===== config.mk =====
export PLATFORM = sky130hd
export DESIGN_NAME = pattern_detector_cfg_flat
export DESIGN_NICKNAME = d
export VERILOG_FILES = /design/src/rtl/pattern_detector_cfg_if.sv /design/src/rtl/pattern_detector_cfg.sv /design/src/flat_wrapper.sv
export SDC_FILE = /design/constraint.sdc
export NUM_CORES = 1
export LEC_CHECK = 0
export CORE_MARGIN = 5
export CORE_UTILIZATION = 45
export CTS_CLUSTER_DIAMETER = 50
export DETAILED_ROUTE_END_ITERATION = 6
export GPL_TIMING_DRIVEN = 0
export PLACE_DENSITY_LB_ADDON = 0.25
export SLEW_MARGIN = 20
export SYNTH_ARGS = -nofsm -noshare
export SYNTH_HDL_FRONTEND = slang
export SYNTH_SLANG_ARGS = --single-unit

===== constraint.sdc =====
create_clock -name clock -period 5.3 [get_ports clock]
set_clock_uncertainty 0.15 [all_clocks]
set_input_delay 1.06 -clock clock [delete_from_list [all_inputs] [get_ports clock]]
set_output_delay 1.06 -clock clock [all_outputs]
set_load 0.01 [all_outputs]

===== src/rtl/pattern_detector_cfg_if.sv =====
// Serial stream, match and configuration signals of pattern_detector_cfg.
// The match_cnt signal exists only when MATCH_COUNT_EN is defined.
interface pattern_detector_cfg_if #(
    parameter int unsigned MAX_LEN = 8
`ifdef MATCH_COUNT_EN
    ,
    parameter int unsigned CNT_W   = 16
`endif
);
    localparam int unsigned LEN_W = $clog2(MAX_LEN + 1);

    logic               en;
    logic               din;
    logic               overlap;
    logic               cfg_load;
    logic [MAX_LEN-1:0] cfg_pat;
    logic [LEN_W-1:0]   cfg_len;
    logic               F;
    logic               cfg_err;
`ifdef MATCH_COUNT_EN
    logic [CNT_W-1:0]   match_cnt;
`endif

    // Stream / configuration source side
    modport master (
        output en, din, overlap, cfg_load, cfg_pat, cfg_len,
        input  F, cfg_err
`ifdef MATCH_COUNT_EN
        ,
        input  match_cnt
`endif
    );

    // Detector side
    modport slave (
        input  en, din, overlap, cfg_load, cfg_pat, cfg_len,
        output F, cfg_err
`ifdef MATCH_COUNT_EN
        ,
        output match_cnt
`endif
    );
endinterface


===== src/rtl/pattern_detector_cfg.sv =====
// Runtime-configurable serial bit-pattern detector with registered match pulse F.
// Optional feature macro MATCH_COUNT_EN adds a saturating match counter (match_cnt).
module pattern_detector_cfg #(
    parameter int unsigned        MAX_LEN     = 8,
    parameter logic [MAX_LEN-1:0] DEFAULT_PAT = MAX_LEN'(8'b1001),
    parameter int unsigned        DEFAULT_LEN = 4
`ifdef MATCH_COUNT_EN
    ,
    parameter int unsigned        CNT_W       = 16
`endif
) (
    input  logic                   clock,
    input  logic                   reset,
    pattern_detector_cfg_if.slave  bus
);
    localparam int unsigned LEN_W = $clog2(MAX_LEN + 1);

    localparam logic [0:0] ST_FILL  = 1'b0;
    localparam logic [0:0] ST_ARMED = 1'b1;

    localparam logic [MAX_LEN:0] ONE_W = (MAX_LEN + 1)'(1);

    logic [MAX_LEN-1:0] hist_q, hist_nxt;
    logic [LEN_W-1:0]   fill_q, fill_nxt;
    logic [MAX_LEN-1:0] pat_q,  pat_nxt;
    logic [LEN_W-1:0]   len_q,  len_nxt;
    logic               f_q,    f_nxt;
    logic               err_q,  err_nxt;
`ifdef MATCH_COUNT_EN
    logic [CNT_W-1:0]   cnt_q,  cnt_nxt;
`endif

    logic [0:0]         state_c;
    logic [MAX_LEN-1:0] hist_shift_c;
    logic [MAX_LEN-1:0] mask_c;
    logic [LEN_W-1:0]   fill_inc_c;
    logic               match_c;
    logic               cfg_ok_c;

    // State register
    always_ff @(posedge clock or negedge reset) begin
        if (!reset) begin
            hist_q <= '0;
            fill_q <= '0;
            pat_q  <= DEFAULT_PAT;
            len_q  <= LEN_W'(DEFAULT_LEN);
            f_q    <= 1'b0;
            err_q  <= 1'b0;
`ifdef MATCH_COUNT_EN
            cnt_q  <= '0;
`endif
        end else begin
            hist_q <= hist_nxt;
            fill_q <= fill_nxt;
            pat_q  <= pat_nxt;
            len_q  <= len_nxt;
            f_q    <= f_nxt;
            err_q  <= err_nxt;
`ifdef MATCH_COUNT_EN
            cnt_q  <= cnt_nxt;
`endif
        end
    end

    // Next-state logic: cfg_load has priority over the serial stream
    always_comb begin
        hist_nxt = hist_q;
        fill_nxt = fill_q;
        pat_nxt  = pat_q;
        len_nxt  = len_q;
        f_nxt    = 1'b0;
        err_nxt  = err_q;
`ifdef MATCH_COUNT_EN
        cnt_nxt  = cnt_q;
`endif

        state_c      = (fill_q == len_q) ? ST_ARMED : ST_FILL;
        hist_shift_c = {hist_q[MAX_LEN-2:0], bus.din};
        fill_inc_c   = (state_c == ST_ARMED) ? len_q : LEN_W'(fill_q + 1'b1);
        // Only the low len bits of the history take part in the compare
        mask_c       = MAX_LEN'((ONE_W << len_q) - ONE_W);
        match_c      = bus.en && (fill_inc_c == len_q) &&
                       (((hist_shift_c ^ pat_q) & mask_c) == '0);
        cfg_ok_c     = (bus.cfg_len != '0) && (bus.cfg_len <= LEN_W'(MAX_LEN));

        if (bus.cfg_load && cfg_ok_c) begin
            pat_nxt  = bus.cfg_pat;
            len_nxt  = bus.cfg_len;
            hist_nxt = '0;
            fill_nxt = '0;
            err_nxt  = 1'b0;
`ifdef MATCH_COUNT_EN
            cnt_nxt  = '0;
`endif
        end else begin
            if (bus.cfg_load) begin
                err_nxt = 1'b1;
            end
            if (bus.en) begin
                hist_nxt = hist_shift_c;
                fill_nxt = (match_c && !bus.overlap) ? '0 : fill_inc_c;
                f_nxt    = match_c;
`ifdef MATCH_COUNT_EN
                if (match_c && (cnt_q != '1)) begin
                    cnt_nxt = CNT_W'(cnt_q + 1'b1);
                end
`endif
            end
        end
    end

    assign bus.F         = f_q;
    assign bus.cfg_err   = err_q;
`ifdef MATCH_COUNT_EN
    assign bus.match_cnt = cnt_q;
`endif

endmodule

===== src/flat_wrapper.sv =====
// flat-port wrapper written by rule: the top's interface ports become plain ports
module pattern_detector_cfg_flat 
#(
    parameter int unsigned        MAX_LEN     = 8,
    parameter logic [MAX_LEN-1:0] DEFAULT_PAT = MAX_LEN'(8'b1001),
    parameter int unsigned        DEFAULT_LEN = 4

)
  (clock, reset, bus_en, bus_din, bus_overlap, bus_cfg_load, bus_cfg_pat, bus_cfg_len, bus_F, bus_cfg_err);
  pattern_detector_cfg_if #(.MAX_LEN(MAX_LEN)) bus_i ();
  input  logic clock;
  input  logic reset;
  input wire logic [$bits(bus_i.en)-1:0] bus_en;
  input wire logic [$bits(bus_i.din)-1:0] bus_din;
  input wire logic [$bits(bus_i.overlap)-1:0] bus_overlap;
  input wire logic [$bits(bus_i.cfg_load)-1:0] bus_cfg_load;
  input wire logic [$bits(bus_i.cfg_pat)-1:0] bus_cfg_pat;
  input wire logic [$bits(bus_i.cfg_len)-1:0] bus_cfg_len;
  output wire logic [$bits(bus_i.F)-1:0] bus_F;
  output wire logic [$bits(bus_i.cfg_err)-1:0] bus_cfg_err;
  assign bus_i.en = bus_en;
  assign bus_i.din = bus_din;
  assign bus_i.overlap = bus_overlap;
  assign bus_i.cfg_load = bus_cfg_load;
  assign bus_i.cfg_pat = bus_cfg_pat;
  assign bus_i.cfg_len = bus_cfg_len;
  assign bus_F = bus_i.F;
  assign bus_cfg_err = bus_i.cfg_err;
  pattern_detector_cfg #(.MAX_LEN(MAX_LEN), .DEFAULT_PAT(DEFAULT_PAT), .DEFAULT_LEN(DEFAULT_LEN)) u_core (.clock(clock), .reset(reset), .bus(bus_i));
endmodule

Word-level counts from Yosys, hierarchy flattened
Cells that the tools add are included.
{ "totals": {"register_bits": 25, "in_bits": 18, "output_inout_bits": 2, "wordCells": 35} }
{ "classes": {"n_addsub": 2, "order_cmp": 1, "eq_ne": 2, "shift": 1, "mux": 11, "bitwise": 2, "reduce_logical": 10} }
{ "ops": {"columns": ["cell", "count"], "rows": [
  ["$mux W4", 4],
  ["$mux W7", 2],
  ["$and A8 B8 Y8", 1],
  ["$eq A4 B4 Y1", 2],
  ["$logic_not A8 Y1", 1],
  ["$shl A1 B4 Y8 const A", 1],
  ["$sub A8 B1 Y8 const B", 1],
  ["$xor A8 B8 Y8", 1],
  ["$logic_and A1 B1 Y1", 5],
  ["$mux W1", 5],
  ["$add A4 B1 Y4 const B", 1],
  ["$le A4 B4 Y1 const B", 1],
  ["$reduce_bool A2 Y1", 2],
  ["$reduce_bool A4 Y1", 1],
  ["$logic_not A1 Y1", 1]
]} }

Depth between registers and ports, before layout
{ "depth": {"ltp_word": 10, "mapped_depth": 9, "mapped_depth_nobuf": 8} }

Worst setup path after synthesis
No wires, ideal clock.
{ "synth_timing": {"kind": "input to register", "start": "input port bus_cfg_len[1]", "end": "register u_core.pat_q[2]", "setup_time_ps": 125, "arrival_ps": 2213, "required_time_ps": 5025, "slack_ps": 2812, "path_stages": 6, "path_buffers": 2, "path_cell_list": "nor3_2 xnor2_1 and2_1 buf_2 buf_2 mux2_2"} }
{ "synth_via": {"elab_chain_cells": 3, "word_cells_on_any_way": 4, "classes_between": "1 x order compare; 3 x reduce/logical"} }
{ "synth_lines": {"columns": ["element", "line_no", "rtl"], "rows": [
  ["start, declared", "flat_wrapper.sv:18", "input wire logic [$bits(bus_i.cfg_len)-1:0] bus_cfg_len;"],
  ["$le A4 B4 Y1 or $reduce_bool A4 Y1 (tied branches)", "pattern_detector_cfg.sv:84", "cfg_ok_c = (bus.cfg_len != '0) && (bus.cfg_len <= LEN_W'(MAX_LEN));"],
  ["$logic_and A1 B1 Y1 *", "pattern_detector_cfg.sv:84", null],
  ["$logic_and A1 B1 Y1 *", "pattern_detector_cfg.sv:86", "if (bus.cfg_load && cfg_ok_c) begin"],
  ["end signal, assigned", "pattern_detector_cfg.sv:55", "pat_q <= pat_nxt;"],
  ["end, declared", "pattern_detector_cfg.sv:25", "logic [MAX_LEN-1:0] pat_q, pat_nxt;"]
]} }
Mark *: on every way between the ends. The rest lies on a longest branch, timed or not.
A chain may end at the register's enable or synchronous reset.

Final worst setup path
{ "layout_timing": {"start": "input port bus_cfg_len[1]", "end": "register u_core.pat_q[5]"} }
The elaborated chain is that of the path after synthesis.

==> impl_summary.log <==
[metrics] count of final max-slew check failures: 0
[metrics] largest net degree at the start of global routing: 26
[metrics] Min-Delay Startpoint: u_core.bus.cfg_err$_DFFE_PN0P_
[metrics] type of element capturing the critical path: flop
[metrics] postcts setup bufs: 0
[metrics] maximum fanout encountered on the critical timing path: 10
[metrics] Data required, critical path: 5.37 ns
[metrics] classification of the worst setup path: in -> reg
[metrics] share of cells above drive strength 1: 0.224
[metrics] Routed Wire Length: 2980 µm
[metrics] Post-CTS Hold Buffers: 0
[metrics] WL per Instance: 14.4 µm
[metrics] result of the run: complete, no violations
[metrics] unrepaired setup endpoints after global routing: false
[metrics] power density over the cells: 349 nW/µm²
[metrics] most instantiated cells after synthesis: 22 x dfrtp_1, 13 x mux2_2, 13 x nor2_1
[metrics] First-pass DRT Iterations: 4
[metrics] drt drc: 0
[metrics] FFs w/ async S/R, synth: 1.00
[metrics] Hold WC Path Type: reg -> reg
[metrics] total setup violations reported at the end of the flow: 0
[metrics] Die Height: 68.0 µm
[metrics] highest-delay cell along the critical path: clkdlybuf4s50_1
[metrics] part of the Yosys area used for sequential elements: 0.415
[metrics] most instantiated library cell after synthesis: dfrtp_1
[metrics] number of global-route vias before repair: 1079
[metrics] count of port buffers added during placement: 19
[metrics] Cells on Worst Hold Path: 2
[metrics] setup slack, reg-to-reg: 2.82 ns
[metrics] Diodes inserted: 0
[metrics] weighted congestion at the end of routability-driven global placement: 0.771
[metrics] FF/Latch Area: 629 µm²
[metrics] total number of vias: 1078
[metrics] first-pass GRT wire length: 5140 µm
[metrics] number of enable-type register cells in the synthesized netlist: 0
[metrics] worst reg-to-reg path cell count: 9
[metrics] 1st-iter DRT viols: 52
[metrics] placed cell areas: 1760 µm²
[metrics] clock tree from TritonCTS: built
[metrics] setup total negative slack: 0 ns
[metrics] Initial Util: 0.458
[metrics] core region area: 3310 µm²
[metrics] endpoint of the worst hold path: u_core.bus.cfg_err$_DFFE_PN0P_
[metrics] final worst path period share: 0.526
[metrics] die width: 68.0 µm
[metrics] fraction of synthesized cell area taken by the top area cell type: 0.363
[metrics] top achievable clock speed: 359 MHz
[metrics] hold violation total from the final report: 0
[metrics] final instance area: 1790 µm²
[metrics] transition time at the pin with the least slew margin: 0.643 ns
[metrics] overall die area: 4630 µm²
[metrics] leakage power total: 0.751 nW
[metrics] post-synthesis cell type count: 40
[metrics] Gates resized, CTS repair: 0
[metrics] Final #Nets: 182
[metrics] residual antenna-violating net count after detailed routing: 0
[metrics] area growth from synthesis to final layout: 18.0%
[metrics] H-tree Lvls: 1
[metrics] worst rel slew slack: 0.571
[metrics] worst voltage drop across the vdd grid: 191 µV
[metrics] Mapped Avg Cell Area: 11.0 µm²
[metrics] clock tree buffer depth: 2
[metrics] leading area contributor after synthesis: dfrtp_1
[metrics] worst-path cell chain: clkdlybuf4s50_1 -> nor3_2 -> xnor2_1 -> and2_1 -> buf_2 -> buf_2 -> mux2_2
[metrics] clock edge transition at the registers on the reported setup and hold paths: 0.14 ns
[metrics] worst skew pair latency: 0.32 ns
[metrics] delay contributed by the slowest stage of the critical path: 0.43 ns
[metrics] startpoint type of the worst setup path: input port
[metrics] Seq cells post-synth: 25
[metrics] total nets after synthesis: 158
[metrics] overall fraction of global-route tracks in use: 0.146
[metrics] detailed placer's ending HPWL: 2320 µm
[metrics] count of synthesis-stage warnings from yosys: 0
[metrics] via density per instance: 5.21
[metrics] area of combinational cells with multiple inputs: 811 µm²
[metrics] main area contributors after synthesis: dfrtp_1 36%, mux2_2 9.7%, mux2i_1 5.9%
[metrics] CTS root buffer: clkbuf_4
[metrics] CP Data Arrival Time: 2.86 ns
[metrics] number of clock sinks: 25
[metrics] total number of placement rows: 21
[metrics] primary flip-flop cell chosen by synthesis mapping: dfrtp_1
[metrics] worst flop-to-flop path startpoint: u_core.len_q[2]$_DFFE_PN1P_
[metrics] Most common cell on crit path: buf_2
[metrics] fin crit period: 2.79 ns
[metrics] end of the worst register-to-register path: u_core.fill_q[0]$_DFFE_PN0P_
[metrics] combined area of all synthesized cells: 1520 µm²
[metrics] Post-Syn Instances: 138
[metrics] grt ovf: 0
[metrics] number of fill cells in the layout: 332
[metrics] io pins: 20
[metrics] number of buffers created by CTS: 3
[metrics] initial antenna violation count: 0
[metrics] reported max-cap violation count: 0
area by class of cell:
cell class              count  share of cell area
plain buffers               9              0.0336
inverters                   4             0.00840
multi-input cells         100               0.453
clock inverters             1             0.00420
repair buffers             19               0.104
clock buffers               3              0.0126
well taps                  46              0.0322
flip-flops and latches     25               0.352
layout by cell type, fill, tap and decap left out, drive strengths merged, types with 2 or more instances in the layout:
| master | n |
|---|---|
| inv | 4 |
| mux2 | 13 |
| nor4b | 2 |
| o21ai | 7 |
| a21oi | 7 |
| buf | 8 |
| dfrtp | 22 |
| ha | 2 |
| mux2i | 9 |
| nor2 | 15 |
| o21a | 2 |
| clkdlybuf4s50 | 18 |
| dfstp | 3 |
| a311oi | 4 |
| nand2 | 5 |
| xor2 | 8 |
| xnor2 | 9 |
| clkbuf | 5 |
cell families (layout without fill, tap and decap cells):
group | after synthesis | in the layout | share of synthesized area
AO/OA/AOI/OAI | 28 | 28 | 0.145
XOR/XNOR | 17 | 17 | 0.103
adder cells (fa/ha/maj) | 2 | 2 | 0.0165
buffers and inverters | 13 | 36 | 0.0495
flip-flops | 25 | 25 | 0.415
multiplexers | 22 | 22 | 0.156
AND/OR/NAND/NOR | 31 | 31 | 0.115
worst max-delay path: cells and delay by family:
kind	cells	cell delay [ns]
AND/OR/NAND/NOR	2	0.40
multiplexers	1	0.36
buffers and inverters	3	0.88
XOR/XNOR	1	0.14
flip-flops by register name (all words and copies together) (netlist names):
register and cells:
u_core.fill_q 4, u_core.pat_q 8, u_core.bus.cfg_err 1, u_core.len_q 4, u_core.hist_q 7, u_core.bus.F 1
worst max path at each step:
stage	startpoint	to	slack, ns	cells past startpoint
after floorplan	bus_cfg_len[1]	u_core.pat_q[2]$_DFFE_PN0P_	2.81	6
after global placement	bus_cfg_len[1]	u_core.pat_q[5]$_DFFE_PN0P_	2.21	7
after detailed placement	bus_cfg_len[1]	u_core.pat_q[5]$_DFFE_PN0P_	2.17	7
after CTS	bus_cfg_len[1]	u_core.pat_q[5]$_DFFE_PN0P_	2.52	7
after global routing	bus_cfg_len[1]	u_core.pat_q[4]$_DFFE_PN0P_	2.40	7
final	bus_cfg_len[1]	u_core.pat_q[5]$_DFFE_PN0P_	2.51	7
per-stage QoR:
step	total power [mW]	worst slack (ns)	hold WS (ns)	util	std cells
3_5_place_dp	0.542	2.17	0.334	0.533	203
5_1_grt	0.668	2.40	0.385	0.540	207
4_1_cts	0.631	2.52	0.367	0.542	207
6_report	0.624	2.51	0.358	0.540	207
2_1_floorplan	0.474	2.81	0.351	-	138
3_3_place_gp	0.530	2.21	0.330	0.533	203
layer usage:
| metal | part of all wire | track usage | vias up | wire [µm] |
|---|---|---|---|---|
| met5 | 0 | 0 | - | 0 |
| met4 | 0.0070 | 0.0447 | 0 | 21 |
| met3 | 0.014 | 0.0164 | 2 | 42 |
| met2 | 0.53 | 0.252 | 6 | 1570 |
| met1 | 0.45 | 0.191 | 533 | 1350 |
| li1 | - | - | 537 | - |
power by group:
group	total (mW)	internal (mW)	leakage, nW	switching (mW)
Clock	0.0882	0.0288	0.0139	0.0594
Sequential	0.263	0.226	0.312	0.0365
Combinational	0.273	0.141	0.425	0.132
Total	0.624	0.395	0.751	0.228
Note: power is estimated with default switching activity, not from simulation.
